$ cat src/rtl/instruction_encoder_pkg.sv
// Shared RV32I encoding constants for the instruction encoder.
// Contents:
//   op_sel_e       request operation select (LH, SH, ANDI, BEQ, ADD, SUB, AND, OR)
//   OPC_* / F3_* / F7_*  opcode, funct3 and funct7 field values
//   IMM12_* / IMMB_*     legal immediate ranges for I/S and B formats
//   imm12_fits / immb_fits  range-check helpers
package instruction_encoder_pkg;

    typedef enum logic [2:0] {
        OP_LH   = 3'd0,
        OP_SH   = 3'd1,
        OP_ANDI = 3'd2,
        OP_BEQ  = 3'd3,
        OP_ADD  = 3'd4,
        OP_SUB  = 3'd5,
        OP_AND  = 3'd6,
        OP_OR   = 3'd7
    } op_sel_e;

    localparam logic [6:0] OPC_LOAD   = 7'b0000011;
    localparam logic [6:0] OPC_STORE  = 7'b0100011;
    localparam logic [6:0] OPC_OP_IMM = 7'b0010011;
    localparam logic [6:0] OPC_BRANCH = 7'b1100011;
    localparam logic [6:0] OPC_OP     = 7'b0110011;

    localparam logic [2:0] F3_LH      = 3'b001;
    localparam logic [2:0] F3_SH      = 3'b001;
    localparam logic [2:0] F3_ANDI    = 3'b111;
    localparam logic [2:0] F3_BEQ     = 3'b000;
    localparam logic [2:0] F3_ADD_SUB = 3'b000;
    localparam logic [2:0] F3_AND     = 3'b111;
    localparam logic [2:0] F3_OR      = 3'b110;

    localparam logic [6:0] F7_BASE = 7'b0000000;
    localparam logic [6:0] F7_SUB  = 7'b0100000;

    localparam int IMM12_MIN = -2048;
    localparam int IMM12_MAX = 2047;
    localparam int IMMB_MIN  = -4096;
    localparam int IMMB_MAX  = 4094;

    function automatic logic imm12_fits(input logic [31:0] imm);
        return ($signed(imm) >= IMM12_MIN) && ($signed(imm) <= IMM12_MAX);
    endfunction

    // Branch offsets are in bytes but the LSB is not encoded, so it must be 0.
    function automatic logic immb_fits(input logic [31:0] imm);
        return ($signed(imm) >= IMMB_MIN) && ($signed(imm) <= IMMB_MAX) && !imm[0];
    endfunction

endpackage

$ cat src/rtl/instruction_encoder_field_packer.sv
// Combinational packer: operation select plus register/immediate fields
// into one RV32I instruction word, with an immediate range verdict.
// Ports:
//   op        in   operation select
//   rd        in   destination register (unused for SH/BEQ)
//   rs1       in   source register 1
//   rs2       in   source register 2 (unused for LH/ANDI)
//   imm       in   signed immediate (byte offset for BEQ, unused for R-type)
//   word      out  encoded instruction
//   range_ok  out  immediate fits the format of op
module instruction_encoder_field_packer
    import instruction_encoder_pkg::*;
(
    input  op_sel_e     op,
    input  logic [4:0]  rd,
    input  logic [4:0]  rs1,
    input  logic [4:0]  rs2,
    input  logic [31:0] imm,
    output logic [31:0] word,
    output logic        range_ok
);

    always_comb begin
        word     = '0;
        range_ok = 1'b1;
        case (op)
            OP_LH: begin
                word     = {imm[11:0], rs1, F3_LH, rd, OPC_LOAD};
                range_ok = imm12_fits(imm);
            end
            OP_ANDI: begin
                word     = {imm[11:0], rs1, F3_ANDI, rd, OPC_OP_IMM};
                range_ok = imm12_fits(imm);
            end
            OP_SH: begin
                word     = {imm[11:5], rs2, rs1, F3_SH, imm[4:0], OPC_STORE};
                range_ok = imm12_fits(imm);
            end
            OP_BEQ: begin
                word     = {imm[12], imm[10:5], rs2, rs1, F3_BEQ, imm[4:1], imm[11], OPC_BRANCH};
                range_ok = immb_fits(imm);
            end
            OP_ADD: word = {F7_BASE, rs2, rs1, F3_ADD_SUB, rd, OPC_OP};
            OP_SUB: word = {F7_SUB,  rs2, rs1, F3_ADD_SUB, rd, OPC_OP};
            OP_AND: word = {F7_BASE, rs2, rs1, F3_AND,     rd, OPC_OP};
            OP_OR:  word = {F7_BASE, rs2, rs1, F3_OR,      rd, OPC_OP};
        endcase
    end

endmodule

$ cat src/rtl/instruction_encoder.sv
// Encodes instruction requests into RV32I words and writes accepted words
// sequentially into instruction memory (program loader).
//
//   state | meaning
//   IDLE  | waiting for a request; in_ready when not full and not clearing
//   ENC   | latched request is encoded and range-checked
//   WR    | one-cycle write strobe to instruction memory
//   ERR   | one-cycle err pulse, nothing written
//
// Ports:
//   clk, rst             clock, synchronous active-high reset
//   clear                pointer/count back to start, aborts in-flight request
//   in_valid, in_ready   request handshake
//   in_op, in_rd, in_rs1, in_rs2, in_imm  request fields
//   imem_we, imem_addr, imem_wdata        instruction memory write port
//   err                  request rejected (immediate out of range)
//   full                 DEPTH words written; no further requests accepted
//   count                words written since reset/clear
module instruction_encoder
    import instruction_encoder_pkg::*;
#(
    parameter int          DEPTH     = 16,
    parameter logic [31:0] BASE_ADDR = 32'h0000_0000
) (
    input  logic                       clk,
    input  logic                       rst,
    input  logic                       clear,
    input  logic                       in_valid,
    output logic                       in_ready,
    input  logic [2:0]                 in_op,
    input  logic [4:0]                 in_rd,
    input  logic [4:0]                 in_rs1,
    input  logic [4:0]                 in_rs2,
    input  logic [31:0]                in_imm,
    output logic                       imem_we,
    output logic [31:0]                imem_addr,
    output logic [31:0]                imem_wdata,
    output logic                       err,
    output logic                       full,
    output logic [$clog2(DEPTH+1)-1:0] count
);

    localparam int            CW      = $clog2(DEPTH + 1);
    localparam logic [CW-1:0] DEPTH_C = CW'(DEPTH);

    typedef enum logic [1:0] {IDLE, ENC, WR, ERR} state_e;

    state_e        state;
    op_sel_e       op_q;
    logic [4:0]    rd_q;
    logic [4:0]    rs1_q;
    logic [4:0]    rs2_q;
    logic [31:0]   imm_q;
    logic [31:0]   ptr;
    logic [CW-1:0] count_q;
    logic          we_q;
    logic          err_q;
    logic [31:0]   pack_word;
    logic          pack_ok;

    instruction_encoder_field_packer u_packer (
        .op       (op_q),
        .rd       (rd_q),
        .rs1      (rs1_q),
        .rs2      (rs2_q),
        .imm      (imm_q),
        .word     (pack_word),
        .range_ok (pack_ok)
    );

    assign full     = (count_q == DEPTH_C);
    assign count    = count_q;
    assign err      = err_q;
    assign in_ready = (state == IDLE) && !full && !clear && !rst;
    // Memory samples the strobe at the edge that ends WR; masking it with
    // rst/clear makes an abort during WR leave memory untouched.
    assign imem_we  = we_q && !rst && !clear;

    always_ff @(posedge clk) begin
        if (rst) begin
            state      <= IDLE;
            ptr        <= BASE_ADDR;
            count_q    <= '0;
            we_q       <= 1'b0;
            err_q      <= 1'b0;
            imem_addr  <= BASE_ADDR;
            imem_wdata <= '0;
            op_q       <= OP_LH;
            rd_q       <= '0;
            rs1_q      <= '0;
            rs2_q      <= '0;
            imm_q      <= '0;
        end else if (clear) begin
            state   <= IDLE;
            ptr     <= BASE_ADDR;
            count_q <= '0;
            we_q    <= 1'b0;
            err_q   <= 1'b0;
        end else begin
            we_q  <= 1'b0;
            err_q <= 1'b0;
            case (state)
                IDLE: begin
                    if (in_valid && in_ready) begin
                        op_q  <= op_sel_e'(in_op);
                        rd_q  <= in_rd;
                        rs1_q <= in_rs1;
                        rs2_q <= in_rs2;
                        imm_q <= in_imm;
                        state <= ENC;
                    end
                end
                ENC: begin
                    if (pack_ok) begin
                        imem_addr  <= ptr;
                        imem_wdata <= pack_word;
                        we_q       <= 1'b1;
                        state      <= WR;
                    end else begin
                        err_q <= 1'b1;
                        state <= ERR;
                    end
                end
                WR: begin
                    ptr     <= ptr + 32'd4;
                    count_q <= count_q + CW'(1);
                    state   <= IDLE;
                end
                ERR: state <= IDLE;
                default: state <= IDLE;
            endcase
        end
    end

endmodule

$ cat config.mk
export PLATFORM = sky130hd
export DESIGN_NAME = instruction_encoder
export DESIGN_NICKNAME = d
export VERILOG_FILES = /design/src/rtl/instruction_encoder_pkg.sv /design/src/rtl/instruction_encoder_field_packer.sv /design/src/rtl/instruction_encoder.sv
export SDC_FILE = /design/constraint.sdc
export NUM_CORES = 1
export LEC_CHECK = 0
export CAP_MARGIN = 25
export CORE_MARGIN = 10
export CORE_UTILIZATION = 50
export DETAILED_ROUTE_END_ITERATION = 10
export GPL_TIMING_DRIVEN = 0
export HOLD_SLACK_MARGIN = 0.08
export PLACE_DENSITY_LB_ADDON = 0.2
export REMOVE_ABC_BUFFERS = 1
export SETUP_SLACK_MARGIN = 0.1
export SLEW_MARGIN = 20
export SYNTH_ARGS = -nofsm -noshare
export SYNTH_HDL_FRONTEND = slang
export SYNTH_HIERARCHICAL = 1
export SYNTH_SLANG_ARGS = --single-unit
$ cat constraint.sdc
create_clock -name clk -period 2.3 [get_ports clk]
set_input_delay 0.46 -clock clk [delete_from_list [all_inputs] [get_ports clk]]
set_output_delay 0.46 -clock clk [all_outputs]
set_load 0.005 [all_outputs]
Word level (Yosys, flattened, before mapping)

Cells that the tools add are included.

Bitwise logic cells: 2
Reductions and logical operators: 21
Muxes and demuxes: 7
$lt $le $gt $ge: 4
$add $sub $neg: 2
Equal/unequal tests: 12

Operators with widths:

| kind                    | number |
|---|---|
| $pmux W32 S8            | 1 |
| $add A32 B3 Y32 const B | 1 |
| $ge A32 B12 Y1 const B  | 1 |
| $ge A32 B13 Y1 const B  | 1 |
| $le A32 B12 Y1 const B  | 1 |
| $le A32 B13 Y1 const B  | 1 |
| $eq A3 B3 Y1 const B    | 4 |
| $logic_and A1 B1 Y1     | 9 |
| $eq A3 B2 Y1 const B    | 2 |
| $pmux W2 S3             | 1 |
| $reduce_and A3 Y1       | 2 |
| $reduce_or A3 Y1        | 2 |
| $add A5 B1 Y5 const B   | 1 |
| $eq A5 B5 Y1 const B    | 1 |
| $eq A2 B2 Y1 const B    | 2 |
| $logic_not A1 Y1        | 4 |
| $reduce_or A2 Y1        | 2 |
| $eq A3 B1 Y1 const B    | 1 |
| $logic_not A3 Y1        | 1 |
| $mux W1                 | 3 |
| $eq A2 B1 Y1 const B    | 1 |
| $logic_not A2 Y1        | 1 |
| $mux W2                 | 1 |
| $ne A2 B1 Y1 const B    | 1 |
| 2 further kinds         | 3 |

Output and inout bits: 73
Word-level logic and storage cells: 60
Flip-flop bits (word level): 155

Depth between registers and ports, before layout

Word-level depth: 8
Mapped depth: 10

By module

The synthesis kept the hierarchy.

By module, submodules not included:

| module                           | area an instance (µm²) | cells an instance | sequential area each (µm²) | times used |
|---|---|---|---|---|
| instruction_encoder              | 5740.5                 | 645               | 3022.9                     | 1 |
| instruction_encoder_field_packer | 501.7                  | 69                | 0.0                        | 1 |

Least setup slack after synthesis

Ideal clock, no wire load.

Kind: reg2reg
Start point: register op_q[0]
End point: register imem_wdata[19]
Library setup time: 70 ps
Path slack: 385 ps
Cell stages (with the launch flop): 10
Arrival: 1844 ps
Cells stage by stage: dfxtp_1 -> buf_6 -> nand4b_1 -> a211oi_1 -> a211o_1 -> and4bb_2 -> clkbuf_1 -> clkbuf_1 -> nand2_1 -> a21oi_1

Longest elaborated chain between the ends: 4
Elaborated cells on any way between the ends: 7

RTL lines:

| item                                       | line                                   | source |
|---|---|---|
| start, declared                            | instruction_encoder.sv:49              | `op_sel_e op_q;` |
| start signal, assigned                     | instruction_encoder.sv:105             | `op_q <= op_sel_e'(in_op);` |
| $eq A3 B2 Y1, or another cell as far along | instruction_encoder_field_packer.sv:26 | `case (op)` |
| $reduce_or A3 Y1 (no source line)          | --                                     |  |
| $pmux W1 S2 *                              | instruction_encoder_field_packer.sv:26 |  |
| named net pack_ok                          | instruction_encoder.sv:59              | `logic pack_ok;` |
| $reduce_and A3 Y1 (no source line) *       | --                                     |  |
| end signal, assigned                       | instruction_encoder.sv:116             | `imem_wdata <= pack_word;` |
| end, declared                              | instruction_encoder.sv:37              | `output logic [31:0] imem_wdata,` |

The timed path passes the listed nets; every way through them passes the cells marked *.
A chain may end at the register's enable or synchronous reset.

Worst setup path in the final report

Start point: input rst
End point: output imem_we

Longest elaborated chain between the ends: 3

RTL lines:

| item                              | line                      | source |
|---|---|---|
| start, declared                   | instruction_encoder.sv:26 | `input logic rst,` |
| $logic_not A1 Y1                  | instruction_encoder.sv:77 | `assign imem_we = we_q && !rst && !clear;` |
| $logic_and A1 B1 Y1 (2 in series) | instruction_encoder.sv:77 |  |
| end, declared                     | instruction_encoder.sv:35 | `output logic imem_we,` |

Every way passes these cells.

==> summary.md <==
| Metric | Value |
|---|---|
| Result of the run | `complete, no violations` |
| Synth-to-layout area growth | `34.6%` |
| Most frequent cells in the layout | `dfxtp_1 (147), nand2_1 (144), clkdlybuf4s50_1 (120), a21oi_1 (76), nor2_1 (73)` |
| Slowest cell on the critical path | `clkdlybuf4s50_1` |
| Critical path data required time | `1.84 ns` |
| HPWL after DPL | `10.4 mm` |
| Detailed-route vias per instance | `5.29` |
| Average footprint of a synthesized cell | `8.74 sq um` |
| Cell types occupying the most area after synthesis | `dfxtp_1 (48%), mux2i_1 (9.5%), nand2_1 (8.7%)` |
| CTS H-tree lvls | `4` |
| Number of nets with antenna violations after detailed routing | `0` |
| Pin count of the biggest net entering global routing | `48` |
| Via count | `5329` |
| Path category of the worst min-delay check | `primary input to flop` |
| Crit path max fanout | `47` |
| Clock-pin transition on the worst setup and hold timing paths | `0.06 ns` |
| Final core utilization | `0.694` |
| Total DRC errors in the routed layout | `0` |
| Total leakage power | `3.28 nW` |
| Unrepaired setup endpoints after global routing | `no` |
| First-pass DRT Iterations | `5` |
| Vias in the first global route | `5306` |
| Global-route wire length before repair | `26.6 mm` |
| Final setup violation count | `0` |
| Largest family of logic cells by synthesized area | `simple AND/OR/NAND/NOR gates` |
| Maximum frequency from static timing analysis | `0.467 GHz` |
| Total congestion overflow after global routing | `0` |
| Worst max-slew margin expressed relative to the limit | `0.476` |
| Simple-gate share of the synthesized area | `0.231` |
| Final worst path period need | `2.14 ns` |
| Most frequent standard cell in the layout excluding fill and tap cells | `dfxtp_1` |
| CTS tree | `done` |
| Compound-gate portion of the synthesized area | `0.0860` |
| Summed area of non-filler cells in the final layout | `0.00840 sq mm` |
| Count of flip-flops with a built-in enable after synthesis | `0` |
| Number of instances in the synthesized netlist | `714` |
| Slew Limit Fails | `0` |
| Std-Cell Rows | `40` |
| Category of the most critical setup path | `primary input to output pin` |
| Final hold vios | `0` |
| Detailed-route wire length per cell | `16.5 um` |
| Cell taking the most area after synthesis | `dfxtp_1` |
| Kind of cell adding the most delay to the critical path | `buffers and inverters` |
| Number of distinct standard cells referenced by the synthesized netlist | `52` |
| CTS Sinks | `151` |
| Arrival time at the worst endpoint | `1.68 ns` |
| Worst Path Buf+Inv | `3` |
| TritonCTS Buffers | `17` |
| Share of synthesized area occupied by flip-flops and latches | `0.484` |
| Mux cell area share after synthesis | `0.113` |
| Global-route usage over all layers | `0.186` |
| Yosys top cell area share | `0.484` |
| Transition time at the pin with the least slew margin | `0.784 ns` |
| Cell Area, Synth | `0.00624 sq mm` |
| VDD IR max | `509 uV` |
| Clk Latency, worst-skew pair | `0.42 ns` |
| Total power divided by cell area | `690 mW/mm^2` |
| Port Buffers | `124` |
| Post-layout net count | `884` |
| Delay of the slowest cell on the worst path | `0.46 ns` |
| Synth Area in Adders | `0.00601` |
| Asr flop ratio synth | `0` |
| Ratio of cells with drive above 1 in the final layout | `0.111` |
| Worst setup skew after layout | `0.00473 ns` |
| Routed WL | `16.6 mm` |
| Last weighted congestion value of the routability-driven placer | `0.795` |
| Count of routing violations after the opening detailed-route iteration | `422` |
| Antenna violations before repair | `0` |
| Starting density of the core | `0.515` |
| Kind of start point of the critical path | `primary input` |
| Clock root buffer | `clkbuf_16` |
| Cell Chain, Critical Path | `buf_8, buf_16, nor2_4, and2_1, clkdlybuf4s50_1` |
| Period utilization | `0.931` |
| Die boundary width | `132 um` |
| Die extent in y | `132 um` |
| Xor/xnor cell area share of the yosys netlist | `0.0196` |
| Worst setup EP type | `output pin` |
| Area inside the core boundary | `0.0121 sq mm` |
| ANT cells | `0` |
| Synth Flop Type | `dfxtp_1` |
| Cell Area, Placed | `0.00751 sq mm` |
| Yosys warning total | `6` |
| Number of top-level pins | `127` |
| Die ar. | `0.0174 sq mm` |
| Flip-flop and latch count after synthesis | `151` |
| Maximum Capacitance Violations | `0` |
| Clock buffer depth | `2` |
## logic make-up after synthesis
logic type      Yosys count
mux                      68
simple gates            308
xor+xnor                 14
fa+ha+maj                 3
flops                   151
other cells               3
compound gates           98
buf+inv                  69
## path summary, 6_finish.rpt
| check | from | to | slack (ns) | cells past startpoint |
|---|---|---|---|---|
| worst max-delay path | rst | imem_we | 0.16 | 5 |
| worst max register to register | state[1] | ptr[21] | 0.23 | 4 |
| worst min register to register | imem_addr[23] | imem_addr[23] | 0.45 | 2 |
| worst min-delay path | rst | imm_q[4] | 0.38 | 2 |
## metrics by stage
step / setup TNS, ns / worst slack, ns / total power [mW] / instances / hold WS [ns]
6_report: 0 / 0.158 / 5.80 / 1008 / 0.376
5_1_grt: 0 / 0.108 / 6.00 / 1008 / 0.374
3_5_place_dp: -40.91 / -0.871 / 3.07 / 956 / 0.447
4_1_cts: 0 / 0.0800 / 5.82 / 997 / 0.369
3_3_place_gp: -555.40 / -6.27 / 3.06 / 949 / 0.438
2_1_floorplan: -113.96 / -1.48 / 2.88 / 657 / 0.425
## final cells by class
type,count,area [sq um]
clock buffers,22,484
clock inverters,10,100
fillers,973,3710
inverters,9,33.8
multi-input cells,502,3000
flip-flops and latches,151,3030
well taps,168,210
repair buffers,146,1550
## layer usage
metal | global-route usage | up-vias | part of all wire
met4 | 0.0705 | 2 | 0.023
met5 | 0.0175 | - | 0.0025
met1 | 0.194 | 2507 | 0.40
met2 | 0.328 | 143 | 0.49
met3 | 0.0732 | 32 | 0.076
li1 | - | 2645 | -
## cell usage after synthesis (2+ instances only)
cell	instances
buf_6	6
and3_1	4
inv_2	2
clkbuf_1	31
and4_1	3
mux2_2	5
o31ai_1	9
nor2b_1	7
nand2_1	145
nand3_1	12
nand4_1	13
and4bb_2	2
nor4_1	14
or4_1	9
or3_1	8
nand4b_1	2
conb_1	3
xor2_1	12
nor3_1	2
dfxtp_1	151
mux2_4	4
o21ai_1	2
buf_4	12
and2_1	3
a21oi_1	76
inv_1	7
ha_1	3
o21ai_0	3
buf_2	10
nor2_1	73
mux2i_1	59
xnor2_1	2
## report_power, final
| group | total, mW | internal, mW | switching [mW] |
|---|---|---|---|
| registers | 2.69 | 2.65 | 0.0346 |
| logic | 0.393 | 0.207 | 0.187 |
| clock network | 2.72 | 1.69 | 1.03 |
## what timing repair did
item | in CTS | in global routing
setup endpoints to repair | 116 | 61
gates resized for setup | 20 | 6
cloned | 5 | 1
buffers inserted | 4 | 10
pin swaps | 2 | 1
hold buffers | 0 | 0
## registers in the layout (all words and copies together) (netlist names)
name	flops
imm_q	32
err	1
ptr	30
we_q	1
imem_addr	30
rd_q	5
state	2
imem_wdata	32
op_q	3
count	5
rs1_q	5
rs2_q	5
No activity file was read; power rests on OpenSTA's default activity.
